--- config.mk ---
export PLATFORM = sky130hd
export DESIGN_NAME = counting_stim_gen_flat
export DESIGN_NICKNAME = d
export VERILOG_FILES = /design/src/rtl/counting_pkg.sv /design/src/rtl/counting_stim_gen_if.sv /design/src/rtl/counting_stim_gen_sym_buf.sv /design/src/rtl/counting_stim_gen.sv /design/src/flat_wrapper.sv
export SDC_FILE = /design/constraint.sdc
export NUM_CORES = 1
export LEC_CHECK = 0
export ABC_AREA = 1
export CAP_MARGIN = 5
export CORE_ASPECT_RATIO = 0.6
export CORE_MARGIN = 2
export CORE_UTILIZATION = 50
export CTS_CLUSTER_SIZE = 40
export DETAILED_ROUTE_END_ITERATION = 8
export HOLD_SLACK_MARGIN = 0.12
export PLACE_DENSITY_LB_ADDON = 0.15
export REMOVE_ABC_BUFFERS = 1
export SYNTH_ARGS = -nofsm -noshare
export SYNTH_HDL_FRONTEND = slang
export SYNTH_HIERARCHICAL = 1
export SYNTH_SLANG_ARGS = --single-unit
--- constraint.sdc ---
create_clock -name clk -period 3.75 [get_ports clk]
set_input_delay 0.375 -clock clk [delete_from_list [all_inputs] [get_ports clk]]
set_output_delay 0.375 -clock clk [all_outputs]
set_load 0.01 [all_outputs]
--- src/rtl/counting_pkg.sv ---
// Shared definitions for the counting symbol stream: symbol width,
// idle symbol, generator state codes and the detector's S0-S3 codes.
package counting_pkg;

    localparam int SYM_W = 2;

    typedef logic [SYM_W-1:0] sym_t;

    localparam sym_t SYM_IDLE = 2'b00;

    typedef enum logic [1:0] {
        GEN_IDLE = 2'd0,
        GEN_SEND = 2'd1,
        GEN_GAP  = 2'd2
    } gen_state_t;

    typedef enum logic [1:0] {
        S0 = 2'd0,
        S1 = 2'd1,
        S2 = 2'd2,
        S3 = 2'd3
    } det_state_t;

endpackage

--- src/rtl/counting_stim_gen_if.sv ---
// Control/load and stream bundle of counting_stim_gen.
// master: loads and starts the generator; slave: the generator itself.
interface counting_stim_gen_if
    import counting_pkg::*;
#(
    parameter int DEPTH = 8,
    parameter int REP_W = 4
);
    localparam int LW = $clog2(DEPTH) + 1;

    logic             wr_en;
    sym_t             wr_data;
    logic             clr;
    logic             start;
    logic [REP_W-1:0] repeat_cnt;
    sym_t             num;
    logic             num_valid;
    logic             busy;
    logic             done;
    logic             full;
    logic [LW-1:0]    len;

    modport master (
        output wr_en, wr_data, clr, start, repeat_cnt,
        input  num, num_valid, busy, done, full, len
    );

    modport slave (
        input  wr_en, wr_data, clr, start, repeat_cnt,
        output num, num_valid, busy, done, full, len
    );

endinterface

--- src/rtl/counting_stim_gen_sym_buf.sv ---
// sym_buf: DEPTH x 2-bit symbol store with append port, length counter
// and combinational read. Ports: i_wr (qualified append), i_clr, i_wr_data,
// i_raddr -> o_rd_data, o_len, o_full.
module sym_buf
    import counting_pkg::*;
#(
    parameter  int DEPTH = 8,
    localparam int AW    = $clog2(DEPTH),
    localparam int LW    = AW + 1
) (
    input  logic          clk,
    input  logic          rst_n,
    input  logic          i_wr,
    input  logic          i_clr,
    input  sym_t          i_wr_data,
    input  logic [AW-1:0] i_raddr,
    output sym_t          o_rd_data,
    output logic [LW-1:0] o_len,
    output logic          o_full
);

    sym_t          r_mem [DEPTH];
    logic [LW-1:0] r_len;

    // Contents are don't-care after reset, so the array has no reset.
    always_ff @(posedge clk) begin
        if (i_wr && !i_clr) begin
            r_mem[r_len[AW-1:0]] <= i_wr_data;
        end
    end

    always_ff @(posedge clk or negedge rst_n) begin
        if (!rst_n) begin
            r_len <= '0;
        end else if (i_clr) begin
            r_len <= '0;
        end else if (i_wr) begin
            r_len <= r_len + LW'(1);
        end
    end

    assign o_rd_data = r_mem[i_raddr];
    assign o_len     = r_len;
    assign o_full    = (r_len == LW'(DEPTH));

endmodule

--- src/rtl/counting_stim_gen.sv ---
// Replays a loaded 2-bit symbol sequence on num, repeat_cnt times, with
// GAP_LEN idle cycles between passes. Ports: clk, rst_n, bus (slave).
module counting_stim_gen
    import counting_pkg::*;
#(
    parameter int DEPTH   = 8,
    parameter int GAP_LEN = 2,
    parameter int REP_W   = 4
) (
    input  logic              clk,
    input  logic              rst_n,
    counting_stim_gen_if.slave bus
);

    localparam int AW = $clog2(DEPTH);
    localparam int LW = AW + 1;
    localparam int GW = (GAP_LEN > 0) ? $clog2(GAP_LEN + 1) : 1;

    gen_state_t       r_state, w_state_nx;
    logic [AW-1:0]    r_rptr, w_rptr_nx;
    logic [REP_W-1:0] r_rep, w_rep_nx;
    logic [GW-1:0]    r_gap, w_gap_nx;
    sym_t             r_num, w_num_nx;
    logic             r_valid, w_valid_nx;
    logic             r_done, w_done_nx;

    logic             w_idle;
    logic             w_wr;
    logic             w_clr;
    logic             w_last;
    logic [AW-1:0]    w_raddr;
    sym_t             w_rd;
    sym_t             w_first;
    logic [LW-1:0]    w_len;
    logic [LW-1:0]    w_len_eff;
    logic             w_full;

    assign w_idle = (r_state == GEN_IDLE);
    assign w_clr  = bus.clr && w_idle;
    assign w_wr   = bus.wr_en && w_idle && !bus.clr && !w_full;

    // r_rptr indexes the symbol currently shown on num, so the buffer
    // is read one ahead: the next index, or 0 when a pass restarts.
    assign w_last  = ({1'b0, r_rptr} == (w_len - LW'(1)));
    assign w_raddr = (r_state == GEN_SEND && !w_last)
                   ? r_rptr + AW'(1) : '0;

    // A same-cycle append is part of the sequence being started; only
    // slot 0 can be both written and needed now, when the buffer is empty.
    assign w_len_eff = w_len + LW'(w_wr);
    assign w_first   = (w_len == '0) ? bus.wr_data : w_rd;

    sym_buf #(
        .DEPTH(DEPTH)
    ) u_buf (
        .clk      (clk),
        .rst_n    (rst_n),
        .i_wr     (w_wr),
        .i_clr    (w_clr),
        .i_wr_data(bus.wr_data),
        .i_raddr  (w_raddr),
        .o_rd_data(w_rd),
        .o_len    (w_len),
        .o_full   (w_full)
    );

    always_comb begin
        w_state_nx = r_state;
        w_rptr_nx  = r_rptr;
        w_rep_nx   = r_rep;
        w_gap_nx   = r_gap;
        w_num_nx   = SYM_IDLE;
        w_valid_nx = 1'b0;
        w_done_nx  = 1'b0;
        unique case (r_state)
            GEN_IDLE: begin
                if (bus.start && !bus.clr && w_len_eff != '0
                    && bus.repeat_cnt != '0) begin
                    w_state_nx = GEN_SEND;
                    w_rptr_nx  = '0;
                    w_rep_nx   = bus.repeat_cnt;
                    w_num_nx   = w_first;
                    w_valid_nx = 1'b1;
                end
            end
            GEN_SEND: begin
                if (!w_last) begin
                    w_rptr_nx  = r_rptr + AW'(1);
                    w_num_nx   = w_rd;
                    w_valid_nx = 1'b1;
                end else if (r_rep == REP_W'(1)) begin
                    w_state_nx = GEN_IDLE;
                    w_rptr_nx  = '0;
                    w_rep_nx   = '0;
                    w_done_nx  = 1'b1;
                end else if (GAP_LEN == 0) begin
                    w_rptr_nx  = '0;
                    w_rep_nx   = r_rep - REP_W'(1);
                    w_num_nx   = w_rd;
                    w_valid_nx = 1'b1;
                end else begin
                    w_state_nx = GEN_GAP;
                    w_rep_nx   = r_rep - REP_W'(1);
                    w_gap_nx   = GW'(GAP_LEN);
                end
            end
            GEN_GAP: begin
                if (r_gap == GW'(1)) begin
                    w_state_nx = GEN_SEND;
                    w_rptr_nx  = '0;
                    w_num_nx   = w_rd;
                    w_valid_nx = 1'b1;
                end else begin
                    w_gap_nx = r_gap - GW'(1);
                end
            end
            default: begin
                w_state_nx = GEN_IDLE;
            end
        endcase
    end

    always_ff @(posedge clk or negedge rst_n) begin
        if (!rst_n) begin
            r_state <= GEN_IDLE;
            r_rptr  <= '0;
            r_rep   <= '0;
            r_gap   <= '0;
            r_num   <= SYM_IDLE;
            r_valid <= 1'b0;
            r_done  <= 1'b0;
        end else begin
            r_state <= w_state_nx;
            r_rptr  <= w_rptr_nx;
            r_rep   <= w_rep_nx;
            r_gap   <= w_gap_nx;
            r_num   <= w_num_nx;
            r_valid <= w_valid_nx;
            r_done  <= w_done_nx;
        end
    end

    assign bus.num       = r_num;
    assign bus.num_valid = r_valid;
    assign bus.busy      = !w_idle;
    assign bus.done      = r_done;
    assign bus.full      = w_full;
    assign bus.len       = w_len;

endmodule
--- src/flat_wrapper.sv ---
// flat-port wrapper written by rule: the top's interface ports become plain ports
module counting_stim_gen_flat import counting_pkg::*;
#(
    parameter int DEPTH   = 8,
    parameter int GAP_LEN = 2,
    parameter int REP_W   = 4
)
  (clk, rst_n, bus_wr_en, bus_wr_data, bus_clr, bus_start, bus_repeat_cnt, bus_num, bus_num_valid, bus_busy, bus_done, bus_full, bus_len);
  counting_stim_gen_if #(.DEPTH(DEPTH), .REP_W(REP_W)) bus_i ();
  input  logic clk;
  input  logic rst_n;
  input wire logic [$bits(bus_i.wr_en)-1:0] bus_wr_en;
  input wire logic [$bits(bus_i.wr_data)-1:0] bus_wr_data;
  input wire logic [$bits(bus_i.clr)-1:0] bus_clr;
  input wire logic [$bits(bus_i.start)-1:0] bus_start;
  input wire logic [$bits(bus_i.repeat_cnt)-1:0] bus_repeat_cnt;
  output wire logic [$bits(bus_i.num)-1:0] bus_num;
  output wire logic [$bits(bus_i.num_valid)-1:0] bus_num_valid;
  output wire logic [$bits(bus_i.busy)-1:0] bus_busy;
  output wire logic [$bits(bus_i.done)-1:0] bus_done;
  output wire logic [$bits(bus_i.full)-1:0] bus_full;
  output wire logic [$bits(bus_i.len)-1:0] bus_len;
  assign bus_i.wr_en = bus_wr_en;
  assign bus_i.wr_data = bus_wr_data;
  assign bus_i.clr = bus_clr;
  assign bus_i.start = bus_start;
  assign bus_i.repeat_cnt = bus_repeat_cnt;
  assign bus_num = bus_i.num;
  assign bus_num_valid = bus_i.num_valid;
  assign bus_busy = bus_i.busy;
  assign bus_done = bus_i.done;
  assign bus_full = bus_i.full;
  assign bus_len = bus_i.len;
  counting_stim_gen #(.DEPTH(DEPTH), .GAP_LEN(GAP_LEN), .REP_W(REP_W)) u_core (.clk(clk), .rst_n(rst_n), .bus(bus_i));
endmodule
# After elaboration in Yosys (flattened, before gate mapping)
# Memory sizes are Yosys's and may differ from the RTL's.
# Cells that the tools add are included.
dict set report totals {
  output_inout_bits 10
  ff_bits 19
  memories 1
  in_bits 11
  latchBits 0
  rom_bits 0
  mem_bits_rw 16
}
dict set report classes {
  bitwise 0
  add_sub_neg 6
  shift 0
  n_mul 0
  n_reduce_logical 26
  mux 35
  order_cmp 0
  eq_ne 12
  div_mod_pow 0
}
# memory words width rd rd_clocked_by_memory_dff wr line_no
set memory_table {}
lappend memory_table {u_core.u_buf.r_mem 8 2 1 0 1 counting_stim_gen_sym_buf.sv:22} ;# sym_t r_mem [DEPTH];
# op n
set ops {}
lappend ops {{2-bit 2-to-1 mux} 11}
lappend ops {{4-bit 2-to-1 mux} 5}
lappend ops {{3-bit 2-to-1 mux} 5}
lappend ops {{2-bit one-hot mux with 3 select lines} 2}
lappend ops {{1-bit logical AND} 9}
lappend ops {{3-bit one-hot mux with 3 select lines} 1}
lappend ops {{1-bit 2-to-1 mux} 8}
lappend ops {{4-bit one-hot mux with 2 select lines} 1}
lappend ops {{4-bit AND reduction} 2}
lappend ops {{4-bit nonzero test} 2}
lappend ops {{4-bit by 1-bit subtractor with 4-bit output (second input constant)} 2}
lappend ops {{2-bit inequality test (second input constant)} 3}
lappend ops {{3-bit AND reduction} 2}
lappend ops {{2-bit nonzero test} 3}
lappend ops {{1-bit zero test} 5}
lappend ops {{4-bit by 1-bit adder with 4-bit output} 1}
lappend ops {{4-bit by 1-bit adder with 4-bit output (second input constant)} 1}
lappend ops {{2-bit by 1-bit == test with 1-bit output (second input constant)} 2}
lappend ops {{3-bit by 4-bit == test with 1-bit output} 1}
lappend ops {{4-bit by 1-bit == test with 1-bit output (second input constant)} 1}
lappend ops {{4-bit == test (second input constant)} 1}
lappend ops {{4-bit zero test} 1}
lappend ops {{2-bit by 1-bit inequality test with 1-bit output (second input constant)} 2}
lappend ops {{2-bit one-hot mux with 2 select lines} 1}
lappend ops {{other kinds (7)} 7}

# Logic depth before layout (Yosys ltp)
# Gate-level depths: netlist (run 1).
dict set report depth {
  depth_word 10
  depth_mapped 21
  ltp_nobuf 21
}

# Hierarchy
# Netlist (run 1), hierarchy kept.
# mod instances seq_area_each_um2 area_per_inst_um2 cells_per_inst
set by_module_without_submodules {}
lappend by_module_without_submodules {counting_stim_gen 1 375.4 1063.5 153}
lappend by_module_without_submodules {sym_buf 1 580.6 977.2 111}

# Least setup slack after synthesis (run 1)
# Ideal clock, no wire load.
dict set report synth_timing {
  path_kind {reg-to-reg}
  from {reg u_core.u_buf.r_len[1] (netlist: u_core/u_buf/o_len[1])}
  to {reg u_core.r_rep[1]}
  path_slack_ns 1.303
  path_buffers 0
  arrival_time_ns 2.325
  stages_incl_launch_ff 16
  setup_ns 0.121
  cell_sequence {dfrtp_1 -> inv_1 -> ha_1 -> nand2_1 -> nor2_1 -> nor2_1 -> ha_1 -> ha_1 -> nor2_1 -> nand2_1 -> nor2_1 -> nand3_1 -> nand3_1 -> nand2_2 -> nand2_1 -> o21ai_1}
}
dict set report synth_via {
  elab_chain_len 9
}
# element line_no
set synth_rtl {}
lappend synth_rtl {{start, declared} counting_stim_gen_sym_buf.sv:23} ;# logic [LW-1:0] r_len;
lappend synth_rtl {{start signal, assigned} counting_stim_gen_sym_buf.sv:38} ;# r_len <= r_len + LW'(1);
lappend synth_rtl {{4-bit == test} counting_stim_gen_sym_buf.sv:44} ;# assign o_full = (r_len == LW'(DEPTH));
lappend synth_rtl {{via bus_full} flat_wrapper.sv:21} ;# output wire logic [$bits(bus_i.full)-1:0] bus_full;
lappend synth_rtl {{1-bit zero test} counting_stim_gen.sv:40} ;# assign w_wr = bus.wr_en && w_idle && !bus.clr && !w_full;
lappend synth_rtl {{1-bit logical AND} counting_stim_gen.sv:40}
lappend synth_rtl {{via u_core.w_wr} counting_stim_gen.sv:28} ;# logic w_wr;
lappend synth_rtl {{4-bit by 1-bit adder with 4-bit output} counting_stim_gen.sv:50} ;# assign w_len_eff = w_len + LW'(w_wr);
lappend synth_rtl {{4-bit nonzero test} counting_stim_gen.sv:77} ;# if (bus.start && !bus.clr && w_len_eff != '0
lappend synth_rtl {{1-bit logical AND} counting_stim_gen.sv:77}
lappend synth_rtl {{1-bit logical AND} counting_stim_gen.sv:78} ;# && bus.repeat_cnt != '0) begin
lappend synth_rtl {{2-bit inequality test (no line)} -}
lappend synth_rtl {{3-bit AND reduction (no line)} -}
lappend synth_rtl {{end signal, assigned} counting_stim_gen.sv:135} ;# r_rep <= w_rep_nx;
lappend synth_rtl {{end, declared} counting_stim_gen.sv:21} ;# logic [REP_W-1:0] r_rep, w_rep_nx;
# The timed path passes the listed nets, and every way through them passes these cells.
# A chain may end at the register's enable or synchronous reset.

# Worst setup path after layout (run 1)
dict set report layout_timing {
  from {reg u_core.u_buf.r_len[1] (netlist: u_core/u_buf/o_len[1])}
  to {reg u_core.r_rep[3]}
}
dict set report layout_via {
  elab_chain_len 9
}
# element line_no
set layout_rtl {}
lappend layout_rtl {{4-bit == test} counting_stim_gen_sym_buf.sv:44}
lappend layout_rtl {{1-bit zero test} counting_stim_gen.sv:40}
lappend layout_rtl {{1-bit logical AND} counting_stim_gen.sv:40}
lappend layout_rtl {{via u_core.w_wr} counting_stim_gen.sv:28}
lappend layout_rtl {{4-bit by 1-bit adder with 4-bit output} counting_stim_gen.sv:50}
lappend layout_rtl {{4-bit nonzero test} counting_stim_gen.sv:77}
lappend layout_rtl {{1-bit logical AND} counting_stim_gen.sv:77}
lappend layout_rtl {{1-bit logical AND} counting_stim_gen.sv:78}
lappend layout_rtl {{2-bit inequality test (no line)} -}
lappend layout_rtl {{3-bit AND reduction (no line)} -}
# The timed path passes the listed nets, and every way through them passes these cells.

==> results of run 1 <==
per-stage QoR:
step	hold WS, ns	instance area [um2]
after floorplan	0.0794	2030
after global placement	0.469	2290
after detailed placement	0.477	2290
after CTS	0.494	2380
after global routing	0.503	2380
final	0.497	2380
cell type report:
type | instances | share of cell area
Tap cell | 47 | 0.0247
Timing Repair Buffer | 20 | 0.0841
Inverter | 53 | 0.0857
Sequential cell | 35 | 0.401
Clock buffer | 5 | 0.0289
Clock inverter | 3 | 0.00998
Multi-Input combinational cell | 175 | 0.365
Yosys cell counts, drive strengths merged:
library cell  count
nand2            90
inv              53
nor2             28
nand3            21
dfrtp            19
edfxtp           16
o21ai            11
ha                9
nand4             4
a21oi             2
o22ai             2
or2               2
xnor2             2
a31oi             1
buf               1
mux2              1
nor3              1
xor2              1
flip-flops by register name (all words and copies together), names as in the netlist:
| register | count |
|---|---|
| u_core/bus.num | 2 |
| u_core/r_rptr | 3 |
| u_core/r_gap | 2 |
| u_core/bus.num_valid | 1 |
| u_core/r_state | 2 |
| u_core/bus.done | 1 |
| u_core/u_buf/o_len | 4 |
| u_core/r_rep | 4 |
| u_core/u_buf/r_mem | 16 |
cell families after synthesis:
kind of cell,count (synthesis)
compound gates,16
buf+inv,54
mux,1
xor+xnor,3
flops,35
fa+ha+maj,9
simple gates,146
power by group through the flow:
stage | logic, mW | registers, mW | clock network [mW]
floorplan | 0.631 | 0.565 | 0
global placement | 0.849 | 0.571 | 0
detailed placement | 0.847 | 0.572 | 0
CTS | 0.858 | 0.564 | 0.290
global route | 0.994 | 0.579 | 0.305
finish | 0.867 | 0.567 | 0.283
worst max-delay path, stage by stage, from the launching register on:
cell and delay [ns]:
dfrtp_1 0.56, inv_1 0.15, ha_1 0.20, nand2_1 0.06
nor2_1 0.05, nor2_1 0.28, ha_1 0.26, ha_1 0.24
nor2_1 0.10, nand2_1 0.06, nor2_1 0.09, nand3_1 0.09
nand3_1 0.23, nand2_2 0.14, nand2_1 0.09, nand2_1 0.05
cells in the final DEF (no fill, tap or decap):
cell,synthesis,routed
a31oi_1,1,1
inv_6,1,2
or2_0,1,1
nor2_2,1,1
nand4_2,1,1
xor2_1,1,1
o22ai_1,2,2
clkbuf_8,0,5
clkdlybuf4s50_1,0,20
nor2_1,26,26
a21oi_1,2,2
nand2_1,84,84
dfrtp_1,19,19
inv_1,50,50
nand3_2,2,2
xnor2_1,2,2
nor2_4,1,1
clkinvlp_4,0,2
ha_1,9,9
nand2_2,6,6
inv_2,2,2
o21ai_2,1,1
or2_2,1,1
nand3_1,19,19
o21ai_0,5,5
nand4_1,3,3
mux2_2,1,1
edfxtp_1,16,16
o21ai_1,5,5
nor3_1,1,1
worst max-delay path by stage:
stage	end	slack, ns	cells after the start
6_report	u_core/r_rep[3]	0.99	15
3_5_place_dp	u_core/r_rep[1]	1.05	15
4_1_cts	u_core/r_rep[1]	1.03	15
2_1_floorplan	u_core/r_rep[1]	1.30	15
3_3_place_gp	u_core/r_rep[1]	1.03	15
5_1_grt	u_core/r_rep[1]	0.69	15
routing by layer:
metal,GRT usage,vias to the layer above,wire length (um)
met4,0.0625,0,32
li1,-,873,-
met2,0.250,61,1470
met1,0.319,741,2280
met3,0.0608,4,313
met5,0,-,0
==> impl_metrics.env, run 1 <==
export IMPL_drive_above_1_share=0.0859
export IMPL_yosysTopAreaCellShare=0.235
export IMPL_status="finished, final reports clean"
export IMPL_grt_pass1_vias=1414
export IMPL_clock_sinks=35
export IMPL_seqPwrFrac=0.330
export IMPL_skew_ns=0.00837
export IMPL_pwr_share_comb=0.505
export IMPL_switching_share=0.450
export IMPL_reg2reg_to="u_core/r_rep[3]"
export IMPL_critPathLaunchType="flip-flop"
export IMPL_maxSlewViolCount=0
export IMPL_root_buffer="clkbuf_8"
export IMPL_grt_util_all_layers=0.201
export IMPL_worst_skew_pair_late_latency_ns=0.30
export IMPL_final_util=0.629
export IMPL_antenna_found_initial=0
export IMPL_crit_arrival_ns=2.95
export IMPL_reg2reg_depth=15
export IMPL_n_antenna_cell=0
export IMPL_synth_compound_area_frac=0.0429
export IMPL_final_setup_worst_slack_ns=0.986
export IMPL_internal_power_uw=943
export IMPL_total_power_mw=1.72
export IMPL_r2r_slack_ns=0.99
export IMPL_routed_wirelength_um=4100
export IMPL_clkTransAtPathRegs_ns=0.08
export IMPL_die_area_um2=4630
export IMPL_ant_nets=0
export IMPL_min_delay_path_depth=2
export IMPL_yosys_area_top_type="edfxtp_1"
export IMPL_p_leak_nw=1.19
export IMPL_crit_required_ns=3.94
export IMPL_p_per_area_nw_per_um2=721
export IMPL_grt_max_degree=20
export IMPL_die_h_um=53.5
export IMPL_initial_core_util=0.539
export IMPL_core_um2=3790
export IMPL_hpwl_um=3070
export IMPL_fin_crit_sh=0.737
export IMPL_fmax_mhz=362
export IMPL_rows=17
export IMPL_cts_setup_buffers=0
export IMPL_cts_resized=0
export IMPL_syn_area_um2=2040
export IMPL_via_per_inst=4.97
export IMPL_io_pins=21
export IMPL_syn_inst=264
export IMPL_synth_top_family_by_area="simple AND/OR/NAND/NOR gates"
export IMPL_period_minus_slack_ns=2.76
export IMPL_synth_xor_xnor_area_share=0.0129
export IMPL_grt_pass1_wl_um=6820
export IMPL_hold_viol_final=0
export IMPL_crit_fanout=11
export IMPL_dr_pass1_iters=4
export IMPL_final_setup_tns_ns=0
export IMPL_synth_ff_latch_count=35
export IMPL_synth_area_leaders="edfxtp_1 (24%), dfrtp_1 (23%), nand2_1 (15%), inv_1 (9.2%), ha_1 (5.5%)"
export IMPL_rsz0062_at_grt="false"
export IMPL_muxShareOfSynthArea=0.00552
export IMPL_critical_path_class="flip-flop to flip-flop"
export IMPL_ir_drop_mv=0.306
export IMPL_min_path_type="flip-flop to flip-flop"
export IMPL_clock_power_share=0.165
export IMPL_tightest_slew_ns=0.886
export IMPL_via_count=1679
export IMPL_synth_cell_type_count=28
export IMPL_first_iter_violations=131
export IMPL_htreeDepth=2
export IMPL_cts_tree="done"
export IMPL_pre_cts_slack_ns=1.05
export IMPL_portBuffers=20
export IMPL_synth_fa_ha_area_frac=0.0552
export IMPL_die_w_um=86.5
export IMPL_cts_buffers=5
export IMPL_drc_errors=0
export IMPL_holdBufCountCts=0
export IMPL_syn2layout_area_growth_pct=16.7
export IMPL_fin_cells=338
export IMPL_cts_max_path_buffers=2
export IMPL_startpoint="u_core/u_buf/o_len[1]"
export IMPL_fillers=346
export IMPL_seq_area_frac_synth=0.468
export IMPL_cap_viol_max_count=0
export IMPL_placed_cells=330
export IMPL_synth_simple_area_share=0.310
export IMPL_hold_start="u_core/r_gap[1]"
export IMPL_p_sw_uw=773
export IMPL_multi_input_area_um2=870
export IMPL_syn_area_per_cell_um2=7.73
export IMPL_r2r_start="u_core/u_buf/o_len[1]"
export IMPL_end_kind="flip-flop"
export IMPL_overflow=0
export IMPL_slew_headroom=0.407
export IMPL_whs_endpoint="u_core/r_gap[1]"
export IMPL_seq_area_um2=956
export IMPL_wl_per_cell_um=12.1
export IMPL_setup_viol=0
export IMPL_gp_congestion=0.800
export IMPL_yosysWarningCount=6
export IMPL_nets=310
(Power assumes the default switching activity.)
==> run 2, diff against run 1 <==
==> constraint.sdc (replaced) <==
create_clock -name clk -period 2.4 [get_ports clk]
set_input_delay 0.24 -clock clk [delete_from_list [all_inputs] [get_ports clk]]
set_output_delay 0.24 -clock clk [all_outputs]
set_load 0.01 [all_outputs]
==> impl_metrics.env, run 2 (synthesis gave the netlist of run 1 again) <==
export IMPL_maxSlewViolCount=0
export IMPL_final_common_cell="nand2_1"
export IMPL_critical_path_class="flip-flop to flip-flop"
export IMPL_crit_buf_inv=5
export IMPL_cap_viol_max_count=0
export IMPL_grt_pass1_vias=1573
export IMPL_cts_tree="done"
export IMPL_setup_viol=0
export IMPL_die_h_um=53.5
export IMPL_holdWs_ns=0.290
export IMPL_fin_cells=355
export IMPL_cts_buffers=5
export IMPL_slew_headroom=0.765
export IMPL_ir_drop_mv=0.528
export IMPL_clock_sinks=35
export IMPL_clkTransAtPathRegs_ns=0.07
export IMPL_switching_share=0.431
export IMPL_route_met3_wl_um=362
export IMPL_seqPwrFrac=0.283
export IMPL_clock_power_share=0.170
export IMPL_die_area_um2=4630
export IMPL_dr_pass1_iters=5
export IMPL_die_w_um=86.5
export IMPL_via_per_inst=5.08
export IMPL_seq_area_um2=957
export IMPL_hold_viol_final=0
export IMPL_p_sw_mw=1.36
export IMPL_core_um2=3790
export IMPL_first_iter_violations=125
export IMPL_antenna_found_initial=0
export IMPL_internal_power_mw=1.80
export IMPL_holdBufCountCts=0
export IMPL_routed_wirelength_um=4960
export IMPL_n_antenna_cell=0
export IMPL_initial_core_util=0.539
export IMPL_min_path_type="primary input to asynchronous set/reset pin"
export IMPL_gp_congestion=0.911
export IMPL_hpwl_um=3340
export IMPL_nets=327
export IMPL_portBuffers=20
export IMPL_end_kind="flip-flop"
export IMPL_grt_pass1_wl_um=7630
export IMPL_final_util=0.702
export IMPL_drc_errors=0
export IMPL_dr_max_layer_used="met4"
export IMPL_wl_met2_um=1980
export IMPL_root_buffer="clkbuf_8"
export IMPL_mostFrequentLayoutCells="nand2_1 (81), inv_1 (44), nor2_1 (22)"
export IMPL_fmax_mhz=432
export IMPL_cpMostUsedCell="nand2_1"
export IMPL_p_per_area_nw_per_um2=1190
export IMPL_rsz0062_at_grt="true"
export IMPL_placed_cells=340
export IMPL_cts_max_path_buffers=2
export IMPL_period_minus_slack_ns=2.32
export IMPL_multi_input_area_um2=972
export IMPL_worst_path_largest_cell_delay_ns=0.43
export IMPL_p_leak_nw=1.30
export IMPL_worst_skew_pair_late_latency_ns=0.29
export IMPL_wl_per_cell_um=14.0
export IMPL_total_power_mw=3.16
export IMPL_crit_arrival_ns=2.49
export IMPL_overflow=0
export IMPL_crit_fanout=10
export IMPL_fin_crit_sh=0.965
export IMPL_grt_util_all_layers=0.229
export IMPL_ant_nets=0
export IMPL_critPathLaunchType="flip-flop"
export IMPL_via_count=1803
export IMPL_slowest_stage="dfrtp_1"
export IMPL_rows=17
export IMPL_path_delay_family="simple AND/OR/NAND/NOR gates"
export IMPL_pre_cts_slack_ns=0.0544
export IMPL_syn2layout_area_growth_pct=30.2
export IMPL_pwr_share_comb=0.548
export IMPL_final_setup_worst_slack_ns=0.0835
export IMPL_fillers=296
export IMPL_io_pins=21
export IMPL_htreeDepth=2
export IMPL_crit_chain="inv_2 > ha_4 > inv_1 > nand2_1 > nand2_2 > nor2_4 > nand3_2 > nand2_4 > nor2_4 > buf_12 > clkinv_8 > nand2_1 > nand3_1 > nand2_1 > nand2_1 > nand2_1 > mux2_2 > inv_1 > o21ai_0"
export IMPL_status="finished, final reports clean"
export IMPL_drive_above_1_share=0.201
export IMPL_grt_max_degree=20
export IMPL_largest_register_ffs=16
export IMPL_wl_met1_um=2570
export IMPL_skew_ns=0.00659
export IMPL_crit_required_ns=2.57
export IMPL_tightest_slew_ns=0.353
run 2: cell types whose count changed in the layout (fill, tap and decap cells not counted), moves of 4 or more:
cell,before,now
inv_2,2,8
inv_1,50,44
ha_4,0,4
ha_1,9,5
nor2_1,26,22
buf_4,0,15
run 2: what timing repair did:
action | in CTS | in global routing
setup buffers | 1 | 7
endpoints found under the setup margin | 11 | 11
pin swaps | 1 | 15
gates resized for setup | 6 | 25
run 2: layer usage:
layer	vias to the layer above	global-route usage
met5	-	0
met4	0	0.0469
met3	7	0.0702
met2	77	0.297
met1	813	0.361
li1	906	-
run 2: layout make-up:
cell class,count,share of cell area
clock inverter,3,0.0165
multi-input combinational,175,0.366
tap,47,0.0221
sequential,35,0.360
clock buffer,5,0.0259
timing repair buffer,37,0.130
inverter,53,0.0796
run 2: per-stage QoR:
stage | instance area [um2] | TNS [ns]
3_5_place_dp | 2380 | 0
3_3_place_gp | 2380 | 0
2_1_floorplan | 2030 | -0.174
4_1_cts | 2510 | 0
6_report | 2660 | 0
5_1_grt | 2660 | -0.0907
run 2: worst reg2reg max path: cells and delay by family (launching register included):
kind	cells	cell delay, ns
adder cells (fa/ha/maj)	1	0.26
flip-flops	1	0.43
multiplexers	1	0.26
buffers and inverters	5	0.37
AND/OR/NAND/NOR	11	0.81
AO/OA/AOI/OAI	1	0.07
run 2: worst paths after layout:
kind                            cells past startpoint                  start               endpoint  slack, ns
worst max-delay path                               19  u_core/u_buf/o_len[0]      u_core/bus.num[0]       0.08
worst min-delay path                                2                  rst_n      u_core/bus.num[0]       0.29
worst max register to register                     19  u_core/u_buf/o_len[0]      u_core/bus.num[0]       0.08
worst min register to register                      2        u_core/r_gap[1]        u_core/r_gap[1]       0.48
max in group asynchronous                           2                  rst_n  u_core/u_buf/o_len[1]       1.88
min in group clk                                    2        u_core/r_gap[1]        u_core/r_gap[1]       0.48
run 2: power groups by stage:
stage          Sequential (mW)  Combinational (mW)  Clock (mW)
2_1_floorplan            0.882               0.986           0
3_3_place_gp             0.874                1.46           0
3_5_place_dp             0.881                1.47           0
4_1_cts                  0.870                1.51       0.542
5_1_grt                  0.909                1.93       0.568
6_report                 0.892                1.73       0.536
